--- config.mk ---
export PLATFORM = sky130hd
export DESIGN_NAME = hazard_ctrl
export DESIGN_NICKNAME = d
export VERILOG_FILES = /design/src/rtl/hazard_ctrl_pkg.sv /design/src/rtl/hazard_detect.sv /design/src/rtl/hazard_ctrl.sv
export SDC_FILE = /design/constraint.sdc
export NUM_CORES = 1
export LEC_CHECK = 0
export BUFFER_PORTS_ARGS = -buffer_cell sky130_fd_sc_hd__clkbuf_2
export CAP_MARGIN = 15
export CORE_AREA = 2 2 39 41
export DETAILED_ROUTE_END_ITERATION = 7
export DIE_AREA = 0 0 41 43
export PLACE_DENSITY_LB_ADDON = 0.08
export SLEW_MARGIN = 10
export SYNTH_ARGS = -nofsm -noshare
export SYNTH_HDL_FRONTEND = slang
export SYNTH_HIERARCHICAL = 1
export SYNTH_SLANG_ARGS = --single-unit
--- constraint.sdc ---
create_clock -name clk -period 4.11 [get_ports clk]
set_input_delay 0.822 -clock clk [delete_from_list [all_inputs] [get_ports clk]]
set_output_delay 0.822 -clock clk [all_outputs]
set_load 0.01 [all_outputs]
--- src/rtl/hazard_ctrl_pkg.sv ---
// Shared definitions for the pipeline hazard controller: FSM state
// encodings, the x0 register index and the control-output bundle.
`timescale 1ns/1ps
package hazard_ctrl_pkg;

  typedef enum logic [1:0] {
    ST_RUN      = 2'd0,
    ST_REDIRECT = 2'd1,
    ST_MC_STALL = 2'd2
  } state_e;

  // Architectural zero register; writes to it never create a dependency.
  localparam logic [4:0] REG_X0 = 5'd0;

  // Width of the post-redirect bubble counter (FLUSH_DEPTH 0..7).
  localparam int BUB_W = 3;

  typedef struct packed {
    logic pc_write;
    logic ifid_write;
    logic idex_write;
    logic ifid_flush;
    logic idex_flush;
    logic exmem_flush;
    logic pc_sel;
  } ctrl_t;

  // Free-running pipeline: every register advances, nothing is squashed.
  function automatic ctrl_t ctrl_normal();
    return '{pc_write: 1'b1, ifid_write: 1'b1, idex_write: 1'b1,
             ifid_flush: 1'b0, idex_flush: 1'b0, exmem_flush: 1'b0,
             pc_sel: 1'b0};
  endfunction

  // Taken branch: steer PC to the target and squash the two younger slots.
  function automatic ctrl_t ctrl_branch();
    ctrl_t c;
    c            = ctrl_normal();
    c.pc_sel     = 1'b1;
    c.ifid_flush = 1'b1;
    c.idex_flush = 1'b1;
    return c;
  endfunction

  // Post-redirect bubble: fetch continues but the fetched slot is discarded.
  function automatic ctrl_t ctrl_redirect();
    ctrl_t c;
    c            = ctrl_normal();
    c.ifid_flush = 1'b1;
    return c;
  endfunction

  // Multi-cycle EX occupancy: freeze the front end, bubble into MEM.
  function automatic ctrl_t ctrl_freeze();
    ctrl_t c;
    c             = '0;
    c.exmem_flush = 1'b1;
    return c;
  endfunction

  // Load-use: hold IF/ID for one cycle and send a bubble into EX.
  function automatic ctrl_t ctrl_load_use();
    ctrl_t c;
    c            = ctrl_normal();
    c.pc_write   = 1'b0;
    c.ifid_write = 1'b0;
    c.idex_flush = 1'b1;
    return c;
  endfunction

endpackage

--- src/rtl/hazard_detect.sv ---
// Load-use comparator: flags an ID instruction that needs the result of a
// load still sitting in EX. Purely combinational.
`timescale 1ns/1ps
module hazard_detect
  import hazard_ctrl_pkg::*;
(
  input  logic       ex_mem_read,
  input  logic [4:0] ex_rd,
  input  logic [4:0] id_rs1,
  input  logic [4:0] id_rs2,
  input  logic       id_use_rs1,
  input  logic       id_use_rs2,
  output logic       load_use
);

  logic hit_rs1;
  logic hit_rs2;

  assign hit_rs1  = id_use_rs1 && (id_rs1 == ex_rd);
  assign hit_rs2  = id_use_rs2 && (id_rs2 == ex_rd);
  assign load_use = ex_mem_read && (ex_rd != REG_X0) && (hit_rs1 || hit_rs2);

endmodule

--- src/rtl/hazard_ctrl.sv ---
// Pipeline hazard controller: branch redirect with FLUSH_DEPTH fetch
// bubbles, multi-cycle EX freeze and load-use stall. Optional performance
// counters (stall_cnt, flush_cnt) are built when HAZARD_PERF_EN is defined.
`timescale 1ns/1ps
module hazard_ctrl
  import hazard_ctrl_pkg::*;
#(
  parameter int FLUSH_DEPTH = 1,
  parameter int CNT_W       = 32
) (
  input  logic       clk,
  input  logic       rst_n,
  input  logic       br_taken,
  input  logic       ex_busy,
  input  logic       ex_mem_read,
  input  logic [4:0] ex_rd,
  input  logic [4:0] id_rs1,
  input  logic [4:0] id_rs2,
  input  logic       id_use_rs1,
  input  logic       id_use_rs2,
  output logic       pc_write,
  output logic       ifid_write,
  output logic       idex_write,
  output logic       ifid_flush,
  output logic       idex_flush,
  output logic       exmem_flush,
  output logic       pc_sel
`ifdef HAZARD_PERF_EN
  ,
  output logic [CNT_W-1:0] stall_cnt,
  output logic [CNT_W-1:0] flush_cnt
`endif
);

  state_e           state_q, state_d;
  logic [BUB_W-1:0] bub_cnt_q, bub_cnt_d;
  logic             load_use;
  logic             run_active;
  ctrl_t            ctrl;

  hazard_detect u_detect (
    .ex_mem_read (ex_mem_read),
    .ex_rd       (ex_rd),
    .id_rs1      (id_rs1),
    .id_rs2      (id_rs2),
    .id_use_rs1  (id_use_rs1),
    .id_use_rs2  (id_use_rs2),
    .load_use    (load_use)
  );

  // The exit cycle of MC_STALL behaves exactly like a RUN cycle, so a branch
  // or load-use arriving as EX frees up is not lost.
  assign run_active = (state_q == ST_RUN) ||
                      ((state_q == ST_MC_STALL) && !ex_busy);

  // State register and bubble counter.
  // NOTE: sequential state uses non-blocking (<=) so every flop samples the
  // pre-edge values; combinational blocks use blocking (=).
  always_ff @(posedge clk or negedge rst_n) begin
    if (!rst_n) begin
      state_q   <= ST_RUN;
      bub_cnt_q <= '0;
    end else begin
      state_q   <= state_d;
      bub_cnt_q <= bub_cnt_d;
    end
  end

  // Next-state logic: branch > ex_busy > load-use while running.
  always_comb begin
    // NOTE: defaults first so no path leaves a variable unassigned (no latch).
    state_d   = state_q;
    bub_cnt_d = bub_cnt_q;
    if (run_active) begin
      state_d = ST_RUN;
      if (br_taken) begin
        if (FLUSH_DEPTH > 0) begin
          state_d   = ST_REDIRECT;
          bub_cnt_d = BUB_W'(FLUSH_DEPTH);
        end
      end else if (ex_busy) begin
        state_d = ST_MC_STALL;
      end
    end else if (state_q == ST_REDIRECT) begin
      bub_cnt_d = bub_cnt_q - BUB_W'(1);
      if (bub_cnt_q <= BUB_W'(1)) begin
        state_d = ST_RUN;
      end
    end else if (state_q != ST_MC_STALL) begin
      state_d = ST_RUN;
    end
  end

  // Output decode from state and current inputs (zero-cycle latency).
  always_comb begin
    ctrl = ctrl_normal();
    if (run_active) begin
      if (br_taken)      ctrl = ctrl_branch();
      else if (ex_busy)  ctrl = ctrl_freeze();
      else if (load_use) ctrl = ctrl_load_use();
    end else if (state_q == ST_REDIRECT) begin
      ctrl = ctrl_redirect();
    end else if (state_q == ST_MC_STALL) begin
      ctrl = ctrl_freeze();
    end
  end

  assign pc_write    = ctrl.pc_write;
  assign ifid_write  = ctrl.ifid_write;
  assign idex_write  = ctrl.idex_write;
  assign ifid_flush  = ctrl.ifid_flush;
  assign idex_flush  = ctrl.idex_flush;
  assign exmem_flush = ctrl.exmem_flush;
  assign pc_sel      = ctrl.pc_sel;

`ifdef HAZARD_PERF_EN
  logic [CNT_W-1:0] stall_cnt_q, stall_cnt_d;
  logic [CNT_W-1:0] flush_cnt_q, flush_cnt_d;

  // Saturating event counts: front-end stall cycles and IF/ID flush cycles.
  always_comb begin
    stall_cnt_d = stall_cnt_q;
    flush_cnt_d = flush_cnt_q;
    if (!ctrl.pc_write && (stall_cnt_q != '1)) stall_cnt_d = stall_cnt_q + CNT_W'(1);
    if (ctrl.ifid_flush && (flush_cnt_q != '1)) flush_cnt_d = flush_cnt_q + CNT_W'(1);
  end

  // Counter registers.
  always_ff @(posedge clk or negedge rst_n) begin
    if (!rst_n) begin
      stall_cnt_q <= '0;
      flush_cnt_q <= '0;
    end else begin
      stall_cnt_q <= stall_cnt_d;
      flush_cnt_q <= flush_cnt_d;
    end
  end

  assign stall_cnt = stall_cnt_q;
  assign flush_cnt = flush_cnt_q;
`endif

endmodule
**Yosys cells after proc, flatten, opt, wreduce, memory -nomap -nowiden**

Cells that the tools add are included.

- Add/sub/neg operators: 1
- Multipliers: 0
- Div/mod/pow operators: 0
- Order comparisons: 1
- Eq/ne operators: 7
- Shifts and indexed selects: 0
- Multiplexer cells: 15
- Bitwise operators: 0
- Reductions and logical operators: 14

Operator list:

| operator | count |
|---|---|
| 7-bit 2-to-1 mux | 6 |
| 2-bit 2-to-1 mux | 6 |
| 5-bit equality test | 2 |
| 3-bit 2-to-1 mux | 3 |
| 1-bit logical AND | 5 |
| 5-bit nonzero test | 1 |
| 2-bit inequality test (second input constant) | 2 |
| 2-bit AND reduction | 2 |
| 3-bit by 1-bit less-or-equal comparator with 1-bit output (second input constant) | 1 |
| 3-bit by 2-bit inequality test with 1-bit output (second input constant) | 1 |
| 3-bit nonzero test | 1 |
| 3-bit by 1-bit subtractor with 3-bit output (second input constant) | 1 |
| 2-bit by 1-bit equality test with 1-bit output (second input constant) | 1 |
| 2-bit equality test (second input constant) | 1 |
| 2-bit zero test | 1 |
| 1-bit logical OR | 2 |
| 2-bit nonzero test | 1 |
| 1-bit zero test | 1 |

- Register bits: 5
- Latch bits: 0
- Memory bits (writable): 0
- ROM bits: 0
- Bits of input ports: 22
- Output and inout port bits: 7
- Word-level logic and storage cells: 40
- Memories: 0

**Logic depth before layout (Yosys ltp)**

- Depth in word-level cells: 8
- Gate-level depth with buffers: 6
- Mapped depth without buffers: 6

**Hierarchy**

The synthesis kept the hierarchy.

By module, submodules not included:

| module | instances | cells each | area each (um2) |
|---|---|---|---|
| hazard_ctrl | 1 | 35 | 311.5 |
| hazard_detect | 1 | 17 | 133.9 |

**Worst setup path after synthesis**

OpenSTA, ideal clock, no wires.

- Kind: input-to-output
- From: in ex_rd[0]
- To: out pc_write
- Arrival: 1.986 ns
- Slack: 1.302 ns
- Stages on the path: 5
- Path buffers: 1
- Path through: or4_1 -> o21ai_1 -> a21oi_1 -> a31oi_1 -> buf_4

- Word-level cells in the longest chain between the ends: 8
- Elaborated cells between the ends (all ways): 12

RTL lines:

| what | RTL line | text |
|---|---|---|
| start, declared | hazard_ctrl.sv:16 | `input logic [4:0] ex_rd,` |
| 5-bit equality test, on equally long branches | hazard_detect.sv:19, hazard_detect.sv:20 |  |
| 1-bit logical AND, on equally long branches | hazard_detect.sv:19, hazard_detect.sv:20 |  |
| 1-bit logical OR | hazard_detect.sv:21 | `assign load_use = ex_mem_read && (ex_rd != REG_X0) && (hit_rs1 \|\| hit_rs2);` |
| 1-bit logical AND (*) | hazard_detect.sv:21 |  |
| net load_use | hazard_ctrl.sv:37 | `logic load_use;` |
| 7-bit 2-to-1 mux (*) | hazard_ctrl.sv:100 | `else if (load_use) ctrl = ctrl_load_use();` |
| 7-bit 2-to-1 mux (*) | hazard_ctrl.sv:99 | `else if (ex_busy) ctrl = ctrl_freeze();` |
| 7-bit 2-to-1 mux (*) | hazard_ctrl.sv:98 | `if (br_taken) ctrl = ctrl_branch();` |
| 7-bit 2-to-1 mux (*) | hazard_ctrl.sv:97 | `if (run_active) begin` |
| end, declared | hazard_ctrl.sv:21 | `output logic pc_write,` |

Mark *: on every way through the listed nets, which the timed path passes. The rest lies on a longest branch.

**Worst setup path in the final report**

- From: in ex_rd[0]
- To: out ifid_write

- Word-level cells in the longest chain between the ends: 8
- Elaborated cells between the ends (all ways): 12

RTL lines:

| what | RTL line | text |
|---|---|---|
| 5-bit equality test, on equally long branches | hazard_detect.sv:19, hazard_detect.sv:20 |  |
| 1-bit logical AND, on equally long branches | hazard_detect.sv:19, hazard_detect.sv:20 |  |
| 1-bit logical OR | hazard_detect.sv:21 |  |
| 1-bit logical AND (*) | hazard_detect.sv:21 |  |
| net load_use | hazard_ctrl.sv:37 |  |
| 7-bit 2-to-1 mux (*) | hazard_ctrl.sv:100 |  |
| 7-bit 2-to-1 mux (*) | hazard_ctrl.sv:99 |  |
| 7-bit 2-to-1 mux (*) | hazard_ctrl.sv:98 |  |
| 7-bit 2-to-1 mux (*) | hazard_ctrl.sv:97 |  |
| end, declared | hazard_ctrl.sv:22 | `output logic ifid_write,` |

Marked as above.

==> results.md <==
* Placement row count at 14
* Cell Area, Placed at 598 sq um
* Status: completed
* Nets at roughly 110
* Total track usage at 0.146
* P_int at ~0.17 mW
* Fill count at 142
* NetSw at around 0.12 mW
* Area share of fa/ha/maj cells after synthesis at 0.0562
* Yosys top cell by area: dfrtp_1
* Vias in the first global route at around 450
* Top cell by count, worst path: clkbuf_2
* Initial antenna violation count at 0
* Worst path required time at about 3.3 ns
* Crit Path Class: in2out
* Switch share at 0.419
* Post-synthesis mux area share at 0
* CTS clock-pin slew for the worst setup and hold paths at ~0.05 ns
* Tcrit/Tclk final at 0.697
* Most common cell in the synthesized netlist: xor2_1
* Simple-gate share of the synthesized area at 0.197
* Cts repair resizes at 0
* Post-synthesis compound-gate area fraction at 0.174
* Synth warn at 6
* Power Density at between 400 and 500 mW/mm^2
* Clk_skew at between 0.005 and 0.006 ns
* Relative slew slack at 0.842
* Post-synth top area share at 0.281
* Total grt overflow at 0
* Hold Fails Final Rpt at 0
* Antenna diodes at 0
* # port buffers at 28
* Maxcap violations at 0
* Area growth, synth to finish at 40.2%
* Syn nets at between 70 and 80
* Post-CTS Setup Repair Bufs at 0
* Post-Synth XOR/XNOR Area at 0.216
* Hold Path Class: in2async
* Slowest CP cell: or4_1
* Final worst slack at approximately 1.2 ns
* Worst path cell trace: clkbuf_2, or4_1, o21ai_1, a21oi_1, a31oi_1, clkbuf_2
* Ys async rst share at 1.00
* Io pins at 29
* Distinct cell type count of the synthesized netlist at 23
* Register area share after synthesis at 0.281
* Synth Instances at 52
* CTS tree: built
* Largest net degree at the start of global routing at 7
* Startpoint types: input pin
* Clk Latency, worst-skew pair at around 0.24 ns
* Achievable Freq at between 300 and 400 MHz
* Post-Route WL at ~1100 um
* CP max FO at 3
* DRC at 0
* First-pass GRT wire length at roughly 1800 um
* Slowest stage delay, CP at roughly 0.53 ns
* Leakage power at around 0.34 nW
* Vias per cell at approximately 4.8
* Die width at 41 um
* Final worst path period need at 2.86 ns
* Yosys reg bits at 5
* DRT iter0 DRCs at 7
* Top post-synthesis cells by count: xor2_1 (9), inv_1 (7), dfrtp_1 (5), nand2_1 (4)
* Slew @ Worst Pin at about 0.24 ns
* Gate power share at 0.488
* Initial core utilization at 0.322
* TritonCTS Buffers at 3
* Hold-fix buffers, CTS at 0
* Die height at ~43 um
* Slew Viols, Final at 0
* TNS Setup at 0 ns
* Die area at roughly 0.0018 sq mm
* PnR Total Power at approximately 0.3 mW
* Routability cong. at approximately 0.71
* CTS H-tree lvls at 1
* Root Driver: clkbuf_4
* R2r worst-path depth at 5
* Share of cells above drive strength 1 at 0.410
* Main combinational cell family by area after synthesis: XOR/XNOR gates
* Setup Viol. Count Final at 0
* Post-Syn Area at 445 sq um
* Arrival @ worst endpoint at between 2 and 2.5 ns
* Routed Antenna Nets at 0
* Peak supply drop at between 0.1 and 0.15 mV
* Synth area leaders: dfrtp_1 (28%), xor2_1 (18%), inv_1 (5.9%)
* Clock power share at 0.195
* Critical Path End Type: output port
* Post-Syn Area per Cell at roughly 8.6 sq um
* Fin area at ~620 sq um
* Avg WL per Cell at 11.1 um
* DP HPWL at between 900 and 1000 um
* Pre-CTS setup slack at 1.23 ns
* EDFF count, synth at 0
* Drt pass-1 iters at 4
* Maximum clock path buffer count at 2
* Routed via count at 474
* TritonCTS Sinks at 5
* Register share of total power at 0.317
* RSZ-0062 raised after global routing: no
* Prevailing post-synth register cell: dfrtp_1
* Total core area at about 0.0014 sq mm
## metrics by stage
stage | hold slack, ns | utilization | instances
after detailed placement | 0.545 | 0.432 | 95
after floorplan | 0.492 | - | 52
final | 0.385 | 0.451 | 99
after CTS | 0.385 | 0.451 | 99
after global routing | 0.389 | 0.451 | 99
after global placement | 0.543 | 0.432 | 95
## routing by layer
metal / wire (um) / track usage
met2: 529 / 0.225
met1: 465 / 0.172
met3: 104 / 0.0262
met5: 0 / 0
met4: 0 / 0.100
## flip-flops by register name (all words and copies together) (netlist names)
register and count:
state_q 2, bub_cnt_q 3
## logic make-up after synthesis
group | after synthesis
AND/OR/NAND/NOR | 15
AO/OA/AOI/OAI | 11
XOR/XNOR | 11
buffers and inverters | 8
flip-flops | 5
adder cells (fa/ha/maj) | 2
## critical path, delay by kind of cell
kind                   cells  cell delay [ns]
buffers and inverters      2             0.28
AOI/OAI and AO/OA          3             0.42
and+or+nand+nor            1             0.53
## final timing paths
kind	from	endpoint	slack, ns
min in group clk	bub_cnt_q[0]	bub_cnt_q[0]	0.56
min	rst_n	state_q[0]	0.39
max reg2reg	bub_cnt_q[0]	bub_cnt_q[2]	3.02
min reg2reg	bub_cnt_q[0]	bub_cnt_q[0]	0.56
max	ex_rd[0]	ifid_write	1.25
max in group asynchronous	rst_n	bub_cnt_q[2]	3.58
## placed cells by master (no fill, tap or decap), drive strengths merged
cell	synthesis	routed
nor2	1	1
dfrtp	5	5
nor2b	1	1
nand3b	1	1
inv	7	7
a21oi	2	2
or4	1	1
xor2	9	9
nand2b	1	1
ha	2	2
o211a	2	2
nand3	3	3
nor4	2	2
clkbuf	0	32
a31oi	1	1
nor3	1	1
xnor2	2	2
nand2	4	4
a311oi	1	1
o22ai	1	1
o21ai	4	4
## power by group through the flow
stage                     Combinational (mW)  Clock [mW]  Sequential [mW]
after floorplan                       0.0995           0           0.0853
after global placement                 0.140           0           0.0934
after detailed placement               0.141           0           0.0927
after CTS                              0.142      0.0590           0.0925
after global routing                   0.159      0.0620           0.0960
final                                  0.143      0.0572           0.0929
## cell type report
| type | instances | area (sq um) | area share |
|---|---|---|---|
| clock buffers | 4 | 26.3 | 0.0421 |
| inverters | 7 | 26.3 | 0.0421 |
| multi-input cells | 39 | 287 | 0.459 |
| flip-flops and latches | 5 | 125 | 0.200 |
| well taps | 16 | 20.0 | 0.0321 |
| repair buffers | 28 | 140 | 0.224 |
Note: power is estimated with default switching activity, not from simulation.
